$ cat config.mk
export PLATFORM = sky130hd
export DESIGN_NAME = mips_multicycle_ctrl
export DESIGN_NICKNAME = d
export VERILOG_FILES = /design/src/rtl/mips_multicycle_ctrl.sv
export SDC_FILE = /design/constraint.sdc
export NUM_CORES = 1
export LEC_CHECK = 0
export ABC_AREA = 1
export CAP_MARGIN = 20
export CORE_MARGIN = 5
export CORE_UTILIZATION = 24
export CTS_CLUSTER_DIAMETER = 60
export DETAILED_ROUTE_END_ITERATION = 16
export GPL_TIMING_DRIVEN = 0
export REMOVE_ABC_BUFFERS = 1
export SKIP_LAST_GASP = 1
export SYNTH_ARGS = -nofsm -noshare
export SYNTH_HDL_FRONTEND = slang
export SYNTH_SLANG_ARGS = --single-unit
$ cat constraint.sdc
create_clock -name clk -period 1.65 [get_ports clk]
set_input_delay 0.33 -clock clk [delete_from_list [all_inputs] [get_ports clk]]
set_output_delay 0.33 -clock clk [all_outputs]
set_load 0.005 [all_outputs]
$ cat src/rtl/mips_multicycle_ctrl.sv
// ============================================================================
//  Module      : mips_multicycle_ctrl
//  Description : Moore-style multicycle sequencer for the MIPS datapath.
//                Steps each instruction through fetch / decode / execute /
//                memory / writeback. Memory states wait on mem_ready and are
//                guarded by a wait-timeout that aborts back to FETCH.
//  Revision    : 1.0 - initial release
// ============================================================================
`default_nettype none

module mips_multicycle_ctrl #(
   parameter int MEM_TIMEOUT = 15,
   parameter int CNT_W       = 8
) (
   input  logic       clk,
   input  logic       reset,
   input  logic [5:0] opcode,
   input  logic [5:0] func,
   input  logic       zero,
   input  logic       mem_ready,
   output logic       pc_wr,
   output logic       ir_wr,
   output logic       iord,
   output logic       mem_rd,
   output logic       mem_wr,
   output logic       reg_dst,
   output logic       reg_wr,
   output logic       mem2reg,
   output logic       alu_srca,
   output logic [1:0] alu_srcb,
   output logic [2:0] Aluop,
   output logic       pcs,
   output logic       illegal,
   output logic       mem_err,
   output logic [3:0] state
);

   typedef enum logic [3:0] {
      c_fetch  = 4'd0,
      c_decode = 4'd1,
      c_memadr = 4'd2,
      c_memrd  = 4'd3,
      c_memwb  = 4'd4,
      c_memwr  = 4'd5,
      c_exec   = 4'd6,
      c_aluwb  = 4'd7,
      c_branch = 4'd8
   } state_t;

   localparam logic [CNT_W-1:0] c_timeout = CNT_W'(MEM_TIMEOUT);
   localparam logic [5:0]       c_op_rtype = 6'b000000;
   localparam logic [5:0]       c_op_lw    = 6'b100011;
   localparam logic [5:0]       c_op_sw    = 6'b101011;
   localparam logic [5:0]       c_op_beq   = 6'b000100;

   state_t           r_state;
   state_t           w_next;
   logic [CNT_W-1:0] r_cnt;
   logic [CNT_W-1:0] w_cnt_next;
   logic [5:0]       r_opcode;
   logic [5:0]       r_func;
   logic             w_mem_state;
   logic             w_timeout;
   logic             w_func_ok;

   // States that talk to memory and therefore wait on mem_ready
   assign w_mem_state = (r_state == c_fetch) || (r_state == c_memrd) ||
                        (r_state == c_memwr);
   // Abort only when the limit is reached and memory is still not ready
   assign w_timeout   = w_mem_state && !mem_ready && (r_cnt == c_timeout);
   assign state       = r_state;

   // Supported R-type function codes, checked against the live IR in DECODE
   always_comb begin
      w_func_ok = 1'b0;
      case (func)
         6'b100000, 6'b100001, 6'b100010,
         6'b100011, 6'b100100: w_func_ok = 1'b1;
         default:              w_func_ok = 1'b0;
      endcase
   end

   // State register
   always_ff @(posedge clk or posedge reset) begin
      if (reset) r_state <= c_fetch;
      else       r_state <= w_next;
   end

   // Wait counter: counts stalled memory cycles, zero everywhere else
   always_comb begin
      w_cnt_next = '0;
      if (w_mem_state && !mem_ready && !w_timeout)
         w_cnt_next = r_cnt + CNT_W'(1);
   end

   // Wait counter register
   always_ff @(posedge clk or posedge reset) begin
      if (reset) r_cnt <= '0;
      else       r_cnt <= w_cnt_next;
   end

   // Hold opcode/func from DECODE so later IR changes are ignored
   always_ff @(posedge clk or posedge reset) begin
      if (reset) begin
         r_opcode <= '0;
         r_func   <= '0;
      end else if (r_state == c_decode) begin
         r_opcode <= opcode;
         r_func   <= func;
      end
   end

   // Next-state and Moore outputs, timeout override, reset gating last
   always_comb begin
      w_next   = r_state;
      pc_wr    = 1'b0;
      ir_wr    = 1'b0;
      iord     = 1'b0;
      mem_rd   = 1'b0;
      mem_wr   = 1'b0;
      reg_dst  = 1'b0;
      reg_wr   = 1'b0;
      mem2reg  = 1'b0;
      alu_srca = 1'b0;
      alu_srcb = 2'b00;
      Aluop    = 3'b000;
      pcs      = 1'b0;
      illegal  = 1'b0;
      mem_err  = 1'b0;

      case (r_state)
         c_fetch: begin
            mem_rd   = 1'b1;
            alu_srcb = 2'b01;
            Aluop    = 3'b010;
            ir_wr    = mem_ready;
            pc_wr    = mem_ready;
            if (mem_ready) w_next = c_decode;
         end
         c_decode: begin
            alu_srcb = 2'b11;
            Aluop    = 3'b010;
            if (opcode == c_op_lw || opcode == c_op_sw) begin
               w_next = c_memadr;
            end else if (opcode == c_op_rtype && w_func_ok) begin
               w_next = c_exec;
            end else if (opcode == c_op_beq) begin
               w_next = c_branch;
            end else begin
               illegal = 1'b1;
               w_next  = c_fetch;
            end
         end
         c_memadr: begin
            alu_srca = 1'b1;
            alu_srcb = 2'b10;
            Aluop    = 3'b010;
            w_next   = (r_opcode == c_op_lw) ? c_memrd : c_memwr;
         end
         c_memrd: begin
            iord   = 1'b1;
            mem_rd = 1'b1;
            if (mem_ready) w_next = c_memwb;
         end
         c_memwb: begin
            reg_wr  = 1'b1;
            mem2reg = 1'b1;
            w_next  = c_fetch;
         end
         c_memwr: begin
            iord   = 1'b1;
            mem_wr = 1'b1;
            if (mem_ready) w_next = c_fetch;
         end
         c_exec: begin
            alu_srca = 1'b1;
            case (r_func)
               6'b100000: Aluop = 3'b010;
               6'b100001: Aluop = 3'b110;
               6'b100010: Aluop = 3'b000;
               6'b100011: Aluop = 3'b001;
               6'b100100: Aluop = 3'b111;
               default:   Aluop = 3'b000;
            endcase
            w_next = c_aluwb;
         end
         c_aluwb: begin
            reg_wr  = 1'b1;
            reg_dst = 1'b1;
            w_next  = c_fetch;
         end
         c_branch: begin
            alu_srca = 1'b1;
            Aluop    = 3'b110;
            pcs      = 1'b1;
            pc_wr    = zero;
            w_next   = c_fetch;
         end
         default: w_next = c_fetch;
      endcase

      if (w_timeout) begin
         pc_wr   = 1'b0;
         ir_wr   = 1'b0;
         mem_wr  = 1'b0;
         reg_wr  = 1'b0;
         mem_err = 1'b1;
         w_next  = c_fetch;
      end

      if (reset) begin
         pc_wr    = 1'b0;
         ir_wr    = 1'b0;
         iord     = 1'b0;
         mem_rd   = 1'b0;
         mem_wr   = 1'b0;
         reg_dst  = 1'b0;
         reg_wr   = 1'b0;
         mem2reg  = 1'b0;
         alu_srca = 1'b0;
         alu_srcb = 2'b00;
         Aluop    = 3'b000;
         pcs      = 1'b0;
         illegal  = 1'b0;
         mem_err  = 1'b0;
      end
   end

endmodule

`default_nettype wire

# After elaboration in Yosys (flattened, before gate mapping)
# Index checks and enable logic that the tools add are counted.
classes:
  add_sub_neg: 1
  mul: 0
  n_div: 0
  n_lt_le_gt_ge: 0
  n_eq_ne: 25
  n_shift: 0
  n_mux: 47
  bitwise_logic: 0
  reduce_logical: 18
op_table:
  columns: ["cell", "n"]
  rows:
  - ["$eq A6 B6 Y1 const B", 12]
  - ["$mux W1", 31]
  - ["$mux W4", 7]
  - ["$pmux W4 S6", 1]
  - ["$eq A4 B3 Y1 const B", 4]
  - ["$pmux W3 S4", 1]
  - ["$ne A3 B3 Y1 const B", 3]
  - ["$pmux W3 S3", 1]
  - ["$add A8 B1 Y8 const B", 1]
  - ["$eq A4 B2 Y1 const B", 2]
  - ["$eq A8 B4 Y1 const B", 1]
  - ["$mux W8", 1]
  - ["$eq A6 B3 Y1 const B", 1]
  - ["$logic_not A6 Y1", 1]
  - ["$mux W3", 2]
  - ["$pmux W2 S3", 1]
  - ["$reduce_or A2 Y1", 3]
  - ["$reduce_or A3 Y1", 2]
  - ["$reduce_or A5 Y1", 1]
  - ["$eq A4 B1 Y1 const B", 1]
  - ["$eq A4 B4 Y1 const B", 1]
  - ["$logic_and A1 B1 Y1", 4]
  - ["$logic_not A4 Y1", 1]
  - ["$logic_or A1 B1 Y1", 3]
  - ["other kinds (4)", 5]
word_totals:
  regBits: 24
  latchBits: 0
  ram_bits: 0
  rom_bits: 0
  in_bits: 16
  out_inout_bits: 21
  word_cells: 95
  mem_count: 0

# Depth between registers and ports, before layout
depth:
  word_depth: 8
  ltp_mapped: 9

# Worst setup path before layout
# No wires, ideal clock.
synth_timing:
  path_type: "input port to output port"
  startpoint: "input port reset"
  endpoint: "output port pc_wr"
  arrival_ps: 1327
  required_ps: 1320
  slack_ps: -7
  cell_stages: 5
  path_buffers: 0
  cell_sequence: "inv_1 -> nand4_1 -> inv_1 -> nand2_1 -> o21ai_0"
synth_via:
  elab_chain_len: 1
synth_lines:
  columns: ["element", "line_no", "text"]
  rows:
  - ["start, declared", "16", "input logic reset,"]
  - ["$mux W1", "211", "if (reset) begin"]
  - ["end, declared", "21", "output logic pc_wr,"]
# No other way between the ends.

# Final worst setup path
layout_timing:
  startpoint: "register r_state[1], in the netlist state[1]"
  endpoint: "output port Aluop[1]"
layout_via:
  elab_chain_len: 4
  elab_cells_between_ends: 8
layout_lines:
  columns: ["element", "line_no", "text"]
  rows:
  - ["start, declared", "56", "state_t r_state;"]
  - ["start signal, assigned", "85", "if (reset) r_state <= c_fetch;"]
  - ["start signal, assigned", "86", "else r_state <= w_next;"]
  - ["$eq A4 B1 Y1 (tied with other cells)", "131", "case (r_state)"]
  - ["$reduce_or A3 Y1 (no source line)", null, null]
  - ["$pmux W3 S3 *", "131", null]
  - ["$mux W3 *", "211", null]
  - ["end, declared", "31", "output logic [2:0] Aluop,"]
# Mark *: on every way between the ends. The rest lies on a longest branch, timed or not.

==> metrics.md <==
| Metric | Value |
|---|---|
| Hold Crit Class | `input port to asynchronous set/reset pin` |
| Clock latency on the worst-skew pair | `260 ps` |
| TritonCTS clock tree | `yes` |
| Num CTS Buffers | `3` |
| Period minus WS final | `1920 ps` |
| FP Rows | `28` |
| Crit path cell chain | `nor2_4, buf_6, nand3_2, o21ai_1, inv_1, a21oi_2, buf_2` |
| Pwr Density | `1010 nW/um^2` |
| Cell variety after synth | `30` |
| Placed cells | `~310` |
| Clk slew on worst S/H paths | `80 ps` |
| Sequential fraction of the synthesis area | `41.1%` |
| Die width | `~88 microns` |
| Final Hold Vio Count | `0` |
| Top post-synthesis cells by area | `dfrtp_1 41%, nand2_1 13%, inv_1 6.2%` |
| Pleak | `1.19 nW` |
| Top_reg_cell synth | `dfrtp_1` |
| Buffers and inverters on the worst path | `3` |
| CP top delay family | `flip-flops` |
| CP arrival | `1590 ps` |
| Via count | `1585` |
| Area after DPL | `1910 sq um` |
| Warnings, synthesis | `0` |
| Post-route DRC | `0` |
| Violated checks | `setup timing` |
| Core Region | `5920 sq um` |
| DRT met1 WL | `1.85 mm` |
| Combinational family with the most area after synthesis | `simple AND/OR/NAND/NOR gates` |
| # setup viols final | `18` |
| Worst path max stage delay | `500 ps` |
| Crit path launch | `state[1]$_DFFE_PP0P_` |
| Final std cells w/o fill | `350` |
| WS Path Type | `register to output port` |
| Worst Setup End Kind | `output port` |
| Final Skew | `3.81 ps` |
| Final Max Slew Viols | `0` |
| Xor/xnor share of the synthesized area | `2.40%` |
| Initial antenna violation count | `0` |
| Status | `finished, violations left` |
| Met3 routed WL | `310 microns` |
| Gr ovfl total | `0` |
| Final ANT Viol Nets | `0` |
| Launch point of the worst reg-to-reg path | `state[1]$_DFFE_PP0P_` |
| Top Layer Used | `met4` |
| Clock Sinks | `24` |
| DRT Pass-1 Iters | `4` |
| Synthesis-to-finish area growth | `67.3%` |
| Antenna Diode Count | `0` |
| Final WL | `4.60 mm` |
| Nets | `294` |
| Post-synthesis area per instance | `7.31 sq um` |
| Worst-margin pin slew | `605 ps` |
| Layout Utilization | `41.3%` |
| Area leader, netlist | `dfrtp_1` |
| CP max stage cell | `dfrtp_2` |
| Synth Area in Adders | `0.856%` |
| Hpwl dp | `2.66 mm` |
| Slew HR | `59.5%` |
| Compound-Gate Fraction of Synth Area | `9.59%` |
| Pre-CTS WS | `-1580 ps` |
| Fmax | `522 MHz` |
| DR WL/cell | `13.1 microns` |
| Async S/R FF share, synth | `100%` |
| Mux contribution to synthesized area | `0%` |
| CTS max path bufs | `2` |
| Vias in the first global route | `1618` |
| Final instance area | `2440 sq um` |
| Share of layout cells above drive strength 1 | `42.9%` |
| Total die area | `7750 sq um` |
| Share of the synthesized area in the top cell type | `41.1%` |
| Crit-path max FO | `7` |
| Clock H-tree levels | `1` |
| Pin count of the biggest net entering global routing | `20` |
| Root buf cell | `clkbuf_8` |
| Via density per instance | `about 4.5` |
| R2R setup slack | `~110 ps` |
| Starting Density | `between 20% and 30%` |
| Simple-Gate Fraction of Synth Area | `38.1%` |
| Port Buffers | `36` |
| Req. time, crit path | `~1300 ps` |
| Fin crit share | `116%` |
| GPL Wtd Cong | `0.770` |
| First-pass GRT wire length | `7.29 mm` |
| All-Layer GR Usage | `11.9%` |
| Max VDD drop | `~460 uV` |
| Setup slack after layout | `-267 ps` |
| Yosys reg bits | `24` |
| Die height | `88.0 microns` |
| Number of synthesized flops with an enable pin | `0` |
| Mapped Cells | `200` |
| Detailed Route Iter0 Violations | `69` |
| Num ports | `37` |
| Mapped Area | `1460 sq um` |
| Max Cap Violations | `0` |
| RSZ-0062 raised after global routing | `yes` |
| CP startpoint kind | `register` |
| DR WL met2 | `2.33 mm` |
## cell usage after synthesis (2+ instances only)
master    instances
clkinv_1          2
nand3b_1          2
dfrtp_1          24
a21oi_1           6
inv_1            24
nor3_1            6
nand4_1           3
nor2_2            7
o21ai_0           9
nand3_1          11
o21ai_1           7
nand2_2           3
nand2_1          50
nor4_1            3
nor2_1           22
nor2_4            3
nand2_4           2
o211ai_1          2
xor2_1            3
## area by class of cell
class	instances	area (sq um)
fill	586	3480
multi-input combinational	146	956
timing repair buffer	73	616
sequential	24	606
inverter	28	128
tap	75	93.8
clock buffer	3	41.3
timing repair inverter	1	5.00
## kinds of logic (layout without fill, tap and decap cells)
family | after synthesis | in the layout
AOI/OAI and AO/OA | 26 | 26
xor gates and xnor gates | 4 | 4
adders and majority gates | 1 | 1
buffers and inverters | 30 | 105
DFF | 24 | 24
and+or+nand+nor | 115 | 115
## metrics by stage
stage               power [mW]  hold slack [ps]  setup TNS, ps
finish                    2.48              307          -2700
detailed placement        1.72              465         -19300
CTS                       2.35              289          -2620
global route              2.69              373          -4170
global placement          1.71              459         -20040
floorplan                 1.43              362          -6.53
## layout by cell type (no fill, tap or decap), types with 2 or more instances in the layout
cell type,instances
nand2_1,44
buf_4,25
dfrtp_1,20
inv_1,19
nor2_1,15
clkdlybuf4s50_1,15
buf_6,14
buf_2,12
o21ai_1,10
nor2_4,9
nor2_2,8
nand2_4,7
o21ai_0,6
nand3_1,5
nand3_2,5
a21oi_1,5
inv_4,4
dfrtp_2,4
xor2_1,3
nor3_2,3
nand2_2,3
nand4_1,3
clkbuf_8,3
clkbuf_2,3
clkinvlp_4,2
inv_2,2
nand3_4,2
nor3_4,2
o211ai_1,2
nand3b_1,2
dlymetal6s2s_1,2
## flip-flops by register name, indices dropped and copies added (netlist names)
name and count:
r_cnt 8, r_func 6, r_opcode 6, state 4
## final timing paths
path	end	depth (start not counted)
hold / removal	r_func[1]$_DFFE_PP0P_	2
setup reg to reg	state[1]$_DFFE_PP0P_	7
min in group clk	r_opcode[5]$_DFFE_PP0P_	2
hold reg to reg	r_opcode[5]$_DFFE_PP0P_	2
setup / recovery	Aluop[1]	7
max in group asynchronous	r_cnt[6]$_DFF_PP0_	2
## routing by layer
layer  up-vias  track usage, %
li1        789               -
met1       749            13.7
met5         -               0
met3         9            3.01
met2        38            21.0
met4         0            4.95
## timing repair
item                                    4_1_cts  5_1_grt
endpoints found under the setup margin       18       28
buffers inserted                             29       12
hold buffers                                  0        0
gates cloned                                  1        0
gates resized for setup                     120       32
pin swaps                                    15       12
## power breakdown
part	switching [mW]	total, mW	leakage (nW)	internal [mW]
sequential	0.150	0.918	0.305	0.767
combinational	0.661	1.22	0.862	0.556
clock	0.179	0.342	0.0216	0.163
total	0.990	2.48	1.19	1.49
No activity file was read; power rests on OpenSTA's default activity.
